File: src/rtl/dmac_burst_arbiter.sv
// dmac_burst_arbiter
//   Merges N_MASTER per-channel source streams onto a single destination
//   stream. The grant is held for a whole burst, which ends on a beat with
//   src_last_i set. Between bursts the next winner is chosen either by
//   round-robin (PRIORITY_MODE=0) or by fixed priority, where the lowest
//   index wins (PRIORITY_MODE=1). The output is one register stage that
//   sustains full throughput, and each beat carries the ID of its master.
//
// Ports
//   clk, rst_n       clock; asynchronous active-low reset
//   src_valid_i[i]   source i beat valid
//   src_ready_o[i]   source i beat accepted (combinational, one-hot or zero)
//   src_data_i[i]    source i data
//   src_last_i[i]    source i final beat of burst
//   dst_valid_o      registered beat valid
//   dst_ready_i      destination accepts beat
//   dst_data_o       registered data
//   dst_last_o       registered last flag
//   dst_id_o         index of the master that produced the beat
//   locked_o         burst in progress (grant held)
module dmac_burst_arbiter #(
  parameter int N_MASTER      = 4,
  parameter int DATA_SIZE     = 32,
  parameter int PRIORITY_MODE = 0,
  parameter int ID_W          = (N_MASTER > 1) ? $clog2(N_MASTER) : 1
) (
  input  logic                 clk,
  input  logic                 rst_n,
  input  logic [N_MASTER-1:0]  src_valid_i,
  output logic [N_MASTER-1:0]  src_ready_o,
  input  logic [DATA_SIZE-1:0] src_data_i [N_MASTER],
  input  logic [N_MASTER-1:0]  src_last_i,
  output logic                 dst_valid_o,
  input  logic                 dst_ready_i,
  output logic [DATA_SIZE-1:0] dst_data_o,
  output logic                 dst_last_o,
  output logic [ID_W-1:0]      dst_id_o,
  output logic                 locked_o
);

  typedef enum logic {
    S_IDLE   = 1'b0,
    S_LOCKED = 1'b1
  } state_t;

  state_t               r_state;
  state_t               w_state_nxt;
  logic [ID_W-1:0]      r_rr_ptr;
  logic [ID_W-1:0]      r_grant_id;
  logic                 r_dst_valid;
  logic [DATA_SIZE-1:0] r_dst_data;
  logic                 r_dst_last;
  logic [ID_W-1:0]      r_dst_id;

  logic [ID_W-1:0]      w_sel;
  logic                 w_sel_vld;
  logic                 w_load_en;
  logic                 w_xfer;
  logic                 w_sel_last;
  logic [ID_W-1:0]      w_rr_nxt;

  // Index of the k-th candidate in the round-robin scan starting at base.
  function automatic logic [ID_W-1:0] wrap_idx(input int base, input int off);
    int sum;
    sum = base + off;
    if (sum >= N_MASTER) sum = sum - N_MASTER;
    return ID_W'(sum);
  endfunction

  // The output register can take a new beat when empty or being drained.
  assign w_load_en = !r_dst_valid || dst_ready_i;
  assign w_xfer    = w_load_en && w_sel_vld;
  assign w_sel_last = src_last_i[w_sel];
  assign w_rr_nxt  = (w_sel == ID_W'(N_MASTER - 1)) ? '0 : w_sel + ID_W'(1);

  // Winner selection. While locked only the granted master is considered,
  // even when it drops valid, so a burst is never interleaved.
  // NOTE: combinational blocks assign every output a default first; a path
  // that leaves a signal unassigned would infer a latch.
  always_comb begin
    w_sel     = '0;
    w_sel_vld = 1'b0;
    if (r_state == S_LOCKED) begin
      w_sel     = r_grant_id;
      w_sel_vld = src_valid_i[r_grant_id];
    end else if (PRIORITY_MODE == 1) begin
      // Scan downwards so the lowest valid index is the last one written.
      for (int i = N_MASTER - 1; i >= 0; i--) begin
        if (src_valid_i[i]) begin
          w_sel     = ID_W'(i);
          w_sel_vld = 1'b1;
        end
      end
    end else begin
      // Same trick, relative to rr_ptr: the first valid in scan order wins.
      for (int k = N_MASTER - 1; k >= 0; k--) begin
        if (src_valid_i[wrap_idx(int'(r_rr_ptr), k)]) begin
          w_sel     = wrap_idx(int'(r_rr_ptr), k);
          w_sel_vld = 1'b1;
        end
      end
    end
  end

  always_comb begin
    src_ready_o = '0;
    for (int i = 0; i < N_MASTER; i++) begin
      src_ready_o[i] = w_xfer && (w_sel == ID_W'(i));
    end
  end

  always_comb begin
    w_state_nxt = r_state;
    if (w_xfer) begin
      w_state_nxt = w_sel_last ? S_IDLE : S_LOCKED;
    end
  end

  // NOTE: sequential state uses non-blocking assignments so every flop
  // samples pre-edge values regardless of statement order.
  always_ff @(posedge clk or negedge rst_n) begin
    if (!rst_n) begin
      r_state <= S_IDLE;
    end else begin
      r_state <= w_state_nxt;
    end
  end

  always_ff @(posedge clk or negedge rst_n) begin
    if (!rst_n) begin
      r_rr_ptr    <= '0;
      r_grant_id  <= '0;
      r_dst_valid <= 1'b0;
      r_dst_data  <= '0;
      r_dst_last  <= 1'b0;
      r_dst_id    <= '0;
    end else if (w_load_en) begin
      r_dst_valid <= w_xfer;
      if (w_xfer) begin
        r_dst_data <= src_data_i[w_sel];
        r_dst_last <= w_sel_last;
        r_dst_id   <= w_sel;
        if (w_sel_last) begin
          r_rr_ptr <= w_rr_nxt;
        end else begin
          r_grant_id <= w_sel;
        end
      end
    end
  end

  assign dst_valid_o = r_dst_valid;
  assign dst_data_o  = r_dst_data;
  assign dst_last_o  = r_dst_last;
  assign dst_id_o    = r_dst_id;
  assign locked_o    = (r_state == S_LOCKED);

endmodule
File: config.mk
export PLATFORM = sky130hd
export DESIGN_NAME = dmac_burst_arbiter
export DESIGN_NICKNAME = d
export VERILOG_FILES = /design/src/rtl/dmac_burst_arbiter.sv
export SDC_FILE = /design/constraint.sdc
export NUM_CORES = 1
export LEC_CHECK = 0
export ABC_AREA = 1
export CORE_MARGIN = 5
export CORE_UTILIZATION = 39
export CTS_CLUSTER_SIZE = 40
export DETAILED_ROUTE_END_ITERATION = 6
export GPL_TIMING_DRIVEN = 0
export PLACE_DENSITY_LB_ADDON = 0.12
export SLEW_MARGIN = 20
export SYNTH_ARGS = -nofsm -noshare
export SYNTH_HDL_FRONTEND = slang
export SYNTH_SLANG_ARGS = --single-unit
File: constraint.sdc
create_clock -name clk -period 3.25 [get_ports clk]
set_clock_uncertainty 0.1 [all_clocks]
set_input_delay 0.65 -clock clk [delete_from_list [all_inputs] [get_ports clk]]
set_output_delay 0.65 -clock clk [all_outputs]
set_load 0.02 [all_outputs]
After elaboration in Yosys (flattened, before gate mapping). Index checks and enable logic that the tools add are counted.

Add/subtract/negate cells: 8. Magnitude comparators: 11. Equal/unequal tests: 3. Mux-type cells: 35. Bitwise logic cells: 2. Reduce and logical (&&, ||, !) cells: 11.

Operators by type and width (number): binary-select mux 32 bit (select 2 bit) (1); 2-to-1 mux 32 bit (2); 2-to-1 mux 2 bit (14); less-than comparator 2 x 3 -> 1 bit, second input constant (6); binary-select mux 1 bit (select 2 bit) (6); greater-or-equal comparator 3 bit, second input constant (4); 2-to-1 mux 1 bit (12); subtractor 2 x 1 -> 2 bit, second input constant (4); adder 2 x 2 -> 3 bit, second input constant (2); AND reduction 3 bit (2); logical AND 1 bit (5); equality test 2 bit, second input constant (2); adder 2 x 1 -> 3 bit, second input constant (1); greater-or-equal comparator 2 x 3 -> 1 bit, second input constant (1); inverter 2 -> 3 bit (1); adder 2 x 1 -> 2 bit, second input constant (1); equality test 2 x 1 -> 1 bit, second input constant (1); zero test 2 bit (1); AND reduction 2 bit (1); zero test 1 bit (1); logical OR 1 bit (1); inverter 1 bit (1).

Register bits after elaboration: 41. Input port bits: 139.

Longest topological paths before layout. Gate-level depths: netlist of run 1.

Depth after elaboration: 15. Mapped depth: 15. Depth with buffers taken out: 14.

Worst setup path before layout of run 1. OpenSTA, ideal clock, no wires.

Kind: input port to output port. Start: input port src_valid_i[3]. End: output port src_ready_o[3]. Arrival: 2115 ps. Slack: 385 ps. Stages on the path: 12. Cells stage by stage: inv_1 o21ai_1 nand2_1 nand3_1 nand3_1 nand3_2 nand2_4 inv_2 buf_2 ha_1 inv_1 nor2_1.

Cells in the longest elaborated chain, start to end: 9.

RTL lines: start, declared (RTL line 29) `input logic [N_MASTER-1:0] src_valid_i,`; binary-select mux 1 bit (select 2 bit) (RTL line 97) `if (src_valid_i[wrap_idx(int'(r_rr_ptr), k)]) begin`; 2-to-1 mux 1 bit (implied by the code) (RTL line 97); 2-to-1 mux 2 bit (3 in a row) (RTL line 97); 2-to-1 mux 2 bit * (RTL line 97); 2-to-1 mux 2 bit * (RTL line 83) `if (r_state == S_LOCKED) begin`; named net w_sel[0] (RTL line 55) `logic [ID_W-1:0] w_sel;`; equality test 2 bit * (RTL line 108) `src_ready_o[i] = w_xfer && (w_sel == ID_W'(i));`; logical AND 1 bit * (RTL line 108); end, declared (RTL line 30) `output logic [N_MASTER-1:0] src_ready_o,`.

Mark *: on every way through the listed nets, which the timed path passes. The rest lies on a longest branch. The select of a mux whose other input is x is not followed.

Worst setup path in the final report of run 1.
Start: input port src_valid_i[0]. End: output port src_ready_o[3].

Cells in the longest elaborated chain, start to end: 9.

RTL lines (RTL line): binary-select mux 1 bit (select 2 bit) (97); 2-to-1 mux 1 bit (implied by the code) (97); 2-to-1 mux 2 bit / 2-to-1 mux 1 bit (equally long branches) (4 in a row) (97); 2-to-1 mux 2 bit / 2-to-1 mux 1 bit (equally long branches) (83); equality test 2 bit / logical AND 1 bit (equally long branches) (108, 72); logical AND 1 bit * (108).

Mark *: on every way between the ends. The rest lies on a longest branch, timed or not. The select of a mux whose other input is x is not followed.

==> PnR_summary.wiki, run 1 <==
{| class="wikitable"
! Metric !! Value
|-
| Result of the run || complete, no violations
|-
| Area of the multi-input gates || around 1900 µm²
|-
| Maximum vdd ir drop || about 460 µV
|-
| Cell type with the highest aggregate area in the netlist || sky130_fd_sc_hd__dfrtp_1
|-
| Number of enable flip-flop cells after synthesis || 0
|-
| Placed cell count || 769
|-
| Critical path peak fanout || 20
|-
| Final hold vios || 0
|-
| CTS HTree Levels || 2
|-
| Num CTS Buffers || 5
|-
| Share of synthesized area occupied by flip-flops and latches || 0.324
|-
| Proportion of register bits with asynchronous set or reset after synthesis || 1.00
|-
| Detailed router's first-iteration violation count || around 210
|-
| Buffers from clock root to sink, at most || 2
|-
| Flops & latches, synth || 41
|-
| Number of ports placed on the die boundary || 180
|-
| Overall die area || between 10000 and 15000 µm²
|-
| Reg2Reg Setup Slack || 0.75 ns
|-
| Launching point of the worst reg2reg path || r_rr_ptr[0]$_DFFE_PN0P_
|-
| Antenna violations before repair || 0
|-
| TritonCTS clock tree || yes
|-
| First-pass GRT wire length || about 19000 µm
|-
| Largest delay share family, worst path || simple AND/OR/NAND/NOR gates
|-
| Total inserted antenna cells || 0
|-
| Half-perimeter wire length after placement || a little over 9000 µm
|-
| Gr ovfl total || 0
|-
| Maximum number of pins on one net before global-route repair || 23
|-
| Die Width || around 100 µm
|-
| Post-synthesis to final-layout area growth || 70.9%
|-
| Post-synth top area share || 0.324
|-
| Switch Pwr || roughly 0.0030 W
|-
| Startpoint type of the worst setup path || input port
|-
| Top library cells by usage in the layout, fill and taps aside || 170 x sky130_fd_sc_hd__clkdlybuf4s50_1, 155 x sky130_fd_sc_hd__nand2_1, 53 x sky130_fd_sc_hd__inv_1, 48 x sky130_fd_sc_hd__nand3_1, 41 x sky130_fd_sc_hd__dfrtp_1
|-
| Design internal power || between 0.002 and 0.003 W
|-
| Worst R2R End || r_rr_ptr[1]$_DFFE_PN0P_
|-
| Port bufs || ~180
|-
| Tightest Hold Check Type || input port to async pin
|-
| Syn Nets || between 600 and 700
|-
| Unique masters post-synth || 27
|-
| Proportion of power drawn by the clock network || 0.073
|-
| Critical Path Max Stage Delay || between 0.2 and 0.25 ns
|-
| Total power || ~0.0060 W
|-
| Layout cell share with drive strength beyond 1 || 0.108
|-
| Per-cell via count in the routed design || 4.96
|-
| Average wire per standard cell || roughly 15 µm
|-
| Final Cycle Share || 0.952
|-
| Critical Path AT || roughly 2.3 ns
|-
| Final net count || around 830
|-
| Insertion delay to the later sink of the worst-skew pair || 0.30 ns
|-
| Sw frac || 0.510
|-
| Cells along the critical path || dlygate4sd2_1 > inv_1 > nand2_1 > nand3_2 > nand2_2 > nand3_2 > nand2_1 > nand2_2 > nand3_4 > nand2_4 > inv_8 > ha_1 > inv_1 > nor2_1 > buf_4
|-
| Comb pwr share || 0.766
|-
| Most used DFF post-synth || sky130_fd_sc_hd__dfrtp_1
|-
| Data required time of the critical path || roughly 2.5 ns
|-
| Class of the most critical setup path || input port to primary output
|-
| Core Footprint || 7810 µm²
|-
| Number of remaining DRC errors || 0
|-
| Number of cell rows || 32
|-
| RSZ-0062 raised after global routing || false
|-
| Yosys warns || 0
|-
| Global-route usage over all layers || 0.235
|-
| Reg2reg path depth || 15
|-
| Leakage power total || between 2 and 3 nW
|-
| Fin cells || slightly below 800
|-
| Min cycle time layout || between 3 and 4 ns
|-
| Most common library cell in the layout ignoring fill and taps || sky130_fd_sc_hd__clkdlybuf4s50_1
|-
| Worst Tran Pin Value || around 0.54 ns
|-
| Final Slew Violations || 0
|-
| Setup violations, final || 0
|-
| Share of the core filled with cells in the final layout || 0.693
|-
| Average size of a mapped cell || ~6.5 µm²
|-
| Final ANT Viol Nets || 0
|-
| Vias in the first global route || about 4000
|-
| Starting density of the core || 0.406
|-
| Clock-pin slew reported for the worst setup and hold paths after clock tree synthesis || about 0.09 ns
|-
| Max-Cap Viols || 0
|-
| Master cell of the clock root buffer || sky130_fd_sc_hd__clkbuf_8
|-
| Crit path max-delay cell type || sky130_fd_sc_hd__dlygate4sd2_1
|-
| Routability congestion estimate || just under 0.9
|-
| Clock sink count || 41
|-
| Fill cells || between 600 and 700
|-
| Area of the mapped netlist || around 3200 µm²
|-
| Hold buffers post-CTS || 0
|-
| First-pass detailed-route iteration total || 5
|-
| Max transition margin || 0.640
|-
| Die height || 100 µm
|-
| Part of the total power dissipated in sequential elements || 0.160
|-
| Gate Count Post-Synth || about 490
|-
| Peak clock frequency supported by timing || approximately 0.32 GHz
|-
| PD cells || between 1000 and 1500 nW/µm²
|-
| Sequential cell area || 1030 µm²
|-
| Critical path endpoint category || primary output
|-
| Total length of routed wires || approximately 12000 µm
|-
| Top cells by area, synth || sky130_fd_sc_hd__dfrtp_1 32%, sky130_fd_sc_hd__nand2_1 19%, sky130_fd_sc_hd__nand3_1 8.4%, sky130_fd_sc_hd__inv_1 6.5%, sky130_fd_sc_hd__o211ai_1 6.2%
|-
| Number of buffers and inverters on the critical path || 5
|-
| Vias after detailed routing || between 3000 and 4000
|}
[power groups by stage]
| stage | registers, W | clock network, W | logic [W] |
|---|---|---|---|
| after floorplan | 0.00122 | 0 | 0.00244 |
| after global placement | 0.000950 | 0 | 0.00407 |
| after detailed placement | 0.000959 | 0 | 0.00417 |
| after CTS | 0.000955 | 0.000443 | 0.00455 |
| after global routing | 0.000992 | 0.000469 | 0.00504 |
| final | 0.000958 | 0.000437 | 0.00458 |
[routing by layer]
| layer | global-route usage | wire, µm | up-vias |
|---|---|---|---|
| met4 | 0.0860 | 359 | 0 |
| met3 | 0.0570 | 857 | 28 |
| met2 | 0.424 | 5950 | 169 |
| met5 | 0 | 0 | - |
| met1 | 0.269 | 4670 | 1757 |
| li1 | - | - | 1945 |
[cells in the mapped netlist, types with 7 or more instances]
library cell                 n
sky130_fd_sc_hd__o211ai_1   26
sky130_fd_sc_hd__nand3_1    53
sky130_fd_sc_hd__clkbuf_1    7
sky130_fd_sc_hd__nand3b_1   19
sky130_fd_sc_hd__o21ai_1    23
sky130_fd_sc_hd__or2_1      19
sky130_fd_sc_hd__inv_1      55
sky130_fd_sc_hd__or2_0       7
sky130_fd_sc_hd__nor2_1     29
sky130_fd_sc_hd__nand2_1   162
sky130_fd_sc_hd__buf_2      15
sky130_fd_sc_hd__dfrtp_1    41
[state kept, by name, summed over array words and instances (netlist names)]
signal and count:
dst_data_o 32, dst_id_o 2, dst_last_o 1, dst_valid_o 1, locked_o 1, r_grant_id 2, r_rr_ptr 2
[layout make-up]
class | instances | area share
sequential | 41 | 0.190
multi-input combinational | 358 | 0.344
clock buffer | 6 | 0.0153
clock inverter | 2 | 0.00693
inverter | 60 | 0.0439
buffer | 25 | 0.0261
timing repair buffer | 192 | 0.351
tap | 102 | 0.0236
[what timing repair did]
| item | CTS | global route |
|---|---|---|
| resized for setup | 54 | 1 |
| pin swaps | 13 | 0 |
| buffers inserted | 12 | 0 |
| setup endpoints to repair | 4 | 2 |
[cell families (layout without fill, tap and decap cells)]
group                      Yosys count  in the layout  share of synthesized area
and+or+nand+nor                    294            294                      0.419
xor gates and xnor gates             1              1                    0.00277
buffers and inverters               88            285                      0.115
DFF                                 41             41                      0.324
AOI/OAI and AO/OA                   59             59                      0.123
adders and majority gates            4              4                     0.0158
[worst max path at each step]
stage	start	end	slack [ns]	depth (start not counted)
4_1_cts	r_rr_ptr[0]$_DFFE_PN0P_	src_ready_o[2]	0.19	13
5_1_grt	src_valid_i[0]	src_ready_o[3]	0.007	15
3_5_place_dp	src_valid_i[2]	src_ready_o[3]	-0.85	16
2_1_floorplan	src_valid_i[3]	src_ready_o[3]	0.39	12
3_3_place_gp	src_valid_i[3]	src_ready_o[3]	-0.83	14
6_report	src_valid_i[0]	src_ready_o[3]	0.16	15
[metrics by stage]
step | TNS [ns] | hold slack [ns] | setup slack, ns | instance area, µm²
floorplan | 0 | 0.254 | 0.385 | 3170
global placement | -3.10 | 0.365 | -0.830 | 5090
detailed placement | -3.15 | 0.369 | -0.854 | 5110
CTS | 0 | 0.217 | 0.190 | 5410
global route | 0 | 0.227 | 0.00748 | 5410
finish | 0 | 0.202 | 0.157 | 5410
Power figures use the tool's default switching activity.
==> inputs of run 2 (changes only) <==
--- a/config.mk
+++ b/config.mk
@@ -10,6 +10,7 @@
 export CORE_UTILIZATION = 39
 export CTS_CLUSTER_SIZE = 40
 export DETAILED_ROUTE_END_ITERATION = 6
+export GPL_ROUTABILITY_DRIVEN = 0
 export GPL_TIMING_DRIVEN = 0
 export PLACE_DENSITY_LB_ADDON = 0.12
 export SLEW_MARGIN = 20
==> results of run 2 <==
Final layout, timing and power as in run 1 (identical DEF).
==> inputs of run 3 (changes only) <==
--- a/config.mk
+++ b/config.mk
@@ -8,6 +8,7 @@
 export ABC_AREA = 1
 export CORE_MARGIN = 5
 export CORE_UTILIZATION = 39
+export CTS_BUF_LIST = sky130_fd_sc_hd__clkbuf_16
 export CTS_CLUSTER_SIZE = 40
 export DETAILED_ROUTE_END_ITERATION = 6
 export GPL_ROUTABILITY_DRIVEN = 0
==> run 3 against run 2 <==
Compared with the run above: cell count unchanged; flip-flop and latch count unchanged; die area unchanged; worst setup slack got worse by 0.030 ns; non-clock buffer count unchanged; sequential power about the same; critical endpoint is now src_ready_o[2]; largest cell class unchanged.
==> PnR_summary.wiki, run 3 (same netlist as run 1, synthesis figures left out) <==
{| class="wikitable"
! Metric !! Value
|-
| Result of the run || complete, no violations
|-
| Buffers from clock root to sink, at most || 2 (unchanged)
|-
| Overall die area || 10000 µm² (unchanged)
|-
| Critical path endpoint category || primary output
|-
| Min cycle time layout || 3.12 ns (+0.0303 ns)
|-
| Core Footprint || 7810 µm² (unchanged)
|-
| Setup violations, final || 0 (unchanged)
|-
| Detailed router's first-iteration violation count || 198 (-6.2%)
|-
| First-pass detailed-route iteration total || 5 (unchanged)
|-
| Average wire per standard cell || 15.1 µm (+0.14%)
|-
| Per-cell via count in the routed design || 5.00 (+0.80%)
|-
| Num CTS Buffers || 5 (unchanged)
|-
| Vias in the first global route || 4012 (+0.50%)
|-
| Number of cell rows || 32 (unchanged)
|-
| Max-Cap Viols || 0 (unchanged)
|-
| Die Width || 100 µm (unchanged)
|-
| Critical Path AT || 2.37 ns (+0.03 ns)
|-
| Total length of routed wires || 11900 µm (+0.14%)
|-
| Worst Tran Pin Value || 0.531 ns (-0.00603 ns)
|-
| Die height || 100 µm (unchanged)
|-
| Largest register FFs || 32 (unchanged)
|-
| Hold buffers post-CTS || 0 (unchanged)
|-
| Final Cycle Share || 0.961 (+0.00932)
|-
| Clock sink count || 41 (unchanged)
|-
| Maximum number of pins on one net before global-route repair || 23 (unchanged)
|-
| Global routing's busiest layer || met2
|-
| Data required time of the critical path || 2.50 ns (about the same)
|-
| Half-perimeter wire length after placement || 9290 µm (unchanged)
|-
| Insertion delay to the later sink of the worst-skew pair || 0.29 ns (about the same)
|-
| Final hold vios || 0 (unchanged)
|-
| Antenna violations before repair || 0 (unchanged)
|-
| Class of the most critical setup path || flop to primary output
|-
| Vias after detailed routing || 3930 (+0.80%)
|-
| TritonCTS clock tree || yes
|-
| Number of ports placed on the die boundary || 180 (unchanged)
|-
| Clock-pin slew reported for the worst setup and hold paths after clock tree synthesis || 0.06 ns (-0.03 ns)
|-
| Startpoint type of the worst setup path || flop
|-
| Number of remaining DRC errors || 0 (unchanged)
|-
| Final ANT Viol Nets || 0 (unchanged)
|-
| Maximum vdd ir drop || 447 µV (-1.9%)
|-
| Master cell of the clock root buffer || sky130_fd_sc_hd__clkbuf_16
|-
| Total power || 0.00610 W (+2.2%)
|-
| Final Slew Violations || 0 (unchanged)
|-
| Placed cell count || 769 (unchanged)
|-
| Total inserted antenna cells || 0 (unchanged)
|-
| First-pass GRT wire length || 19100 µm (+0.29%)
|-
| Most common library cell in the layout ignoring fill and taps || sky130_fd_sc_hd__clkdlybuf4s50_1
|-
| Fin cells || 786 (unchanged)
|-
| Gr ovfl total || 0 (unchanged)
|-
| Global-route usage over all layers || 0.235 (about the same)
|-
| Starting density of the core || 0.406 (unchanged)
|-
| Minimum setup slack in the final design || 0.127 ns (-0.0303 ns)
|-
| Post-synthesis to final-layout area growth || 72.3%
|-
| Tightest Hold Check Type || input port to async pin
|-
| Met1 usage || 0.271 (+0.00141)
|-
| Critical path peak fanout || 10 (-50%)
|-
| Leakage power total || 2.57 nW (+0.65%)
|-
| Port bufs || 179 (unchanged)
|-
| PD cells || 1120 nW/µm² (+1.4%)
|-
| Final net count || 826 (unchanged)
|-
| Peak clock frequency supported by timing || 0.320 GHz (-0.97%)
|-
| GR met3 Demand/Resource || 0.0591 (+0.00208)
|-
| Setup slack at placement || -0.854 ns (unchanged)
|-
| Share of the core filled with cells in the final layout || 0.699 (+0.00561)
|-
| RSZ-0062 raised after global routing || false
|-
| Top library cells by usage in the layout, fill and taps aside || 170 x sky130_fd_sc_hd__clkdlybuf4s50_1, 156 x sky130_fd_sc_hd__nand2_1, 53 x sky130_fd_sc_hd__inv_1, 48 x sky130_fd_sc_hd__nand3_1, 41 x sky130_fd_sc_hd__dfrtp_1
|-
| Met2 routing resource usage after global routing || 0.420 (-0.00462)
|-
| CTS HTree Levels || 2 (unchanged)
|-
| Max transition margin || 0.644 (+0.00404)
|-
| Layout cell share with drive strength beyond 1 || 0.104 (-0.00439)
|}
-- run 3: layout make-up --
| cell class | count | area (µm²) |
|---|---|---|
| Multi-Input combinational cell | 358 | 1860 |
| Fill cell | 637 | 2350 |
| Sequential cell | 41 | 1030 |
| Clock buffer | 5 | 125 |
| Buffer | 25 | 141 |
| Tap cell | 102 | 128 |
| Inverter | 60 | 238 |
| Clock inverter | 3 | 41.3 |
| Timing Repair Buffer | 192 | 1900 |
-- run 3: worst paths after layout --
| check | cells after the start | slack, ns | endpoint | from |
|---|---|---|---|---|
| max in group asynchronous | 2 | 2.34 | dst_data_o[29]$_DFFE_PN0P_ | rst_n |
| worst min register to register | 2 | 0.38 | dst_data_o[3]$_DFFE_PN0P_ | dst_data_o[3]$_DFFE_PN0P_ |
| worst min-delay path | 1 | 0.22 | dst_data_o[18]$_DFFE_PN0P_ | rst_n |
| min in group clk | 2 | 0.38 | dst_data_o[3]$_DFFE_PN0P_ | dst_data_o[3]$_DFFE_PN0P_ |
| worst max-delay path | 13 | 0.13 | src_ready_o[2] | r_rr_ptr[0]$_DFFE_PN0P_ |
| worst max register to register | 12 | 0.73 | dst_data_o[11]$_DFFE_PN0P_ | r_rr_ptr[0]$_DFFE_PN0P_ |
-- run 3: timing repair --
item                                    CTS  global route
setup buffers                            12             0
resized for setup                        54             0
endpoints found under the setup margin    4             0
-- run 3: power breakdown --
group	internal, W	total (W)	switching (W)
Sequential	0.000798	0.000958	0.000160
Clock	0.000360	0.000568	0.000208
Combinational	0.00188	0.00457	0.00269
Total	0.00304	0.00610	0.00306
-- run 3: per-layer routing --
metal,share of wire,wire [µm]
met1,0.39,4640
met2,0.50,5950
met3,0.075,887
met4,0.033,386
met5,0,0
-- run 3: metrics by stage --
stage          instance area [µm²]  TNS (ns)  hold WS, ns
2_1_floorplan                 3170         0        0.254
3_3_place_gp                  5090     -3.10        0.365
3_5_place_dp                  5110     -3.15        0.369
4_1_cts                       5460         0        0.242
5_1_grt                       5460         0        0.258
6_report                      5460         0        0.222
-- run 3: worst max-delay path: stages (launching register included) --
cell	delay [ns]
sky130_fd_sc_hd__dfrtp_1	0.41
sky130_fd_sc_hd__buf_4	0.20
sky130_fd_sc_hd__xnor2_1	0.28
sky130_fd_sc_hd__nand2_2	0.16
sky130_fd_sc_hd__nand3_2	0.11
sky130_fd_sc_hd__nand2_1	0.07
sky130_fd_sc_hd__nand2_2	0.08
sky130_fd_sc_hd__nand3_4	0.08
sky130_fd_sc_hd__nand2_4	0.14
sky130_fd_sc_hd__buf_8	0.13
sky130_fd_sc_hd__ha_1	0.14
sky130_fd_sc_hd__inv_1	0.04
sky130_fd_sc_hd__nor2_1	0.11
sky130_fd_sc_hd__buf_4	0.16
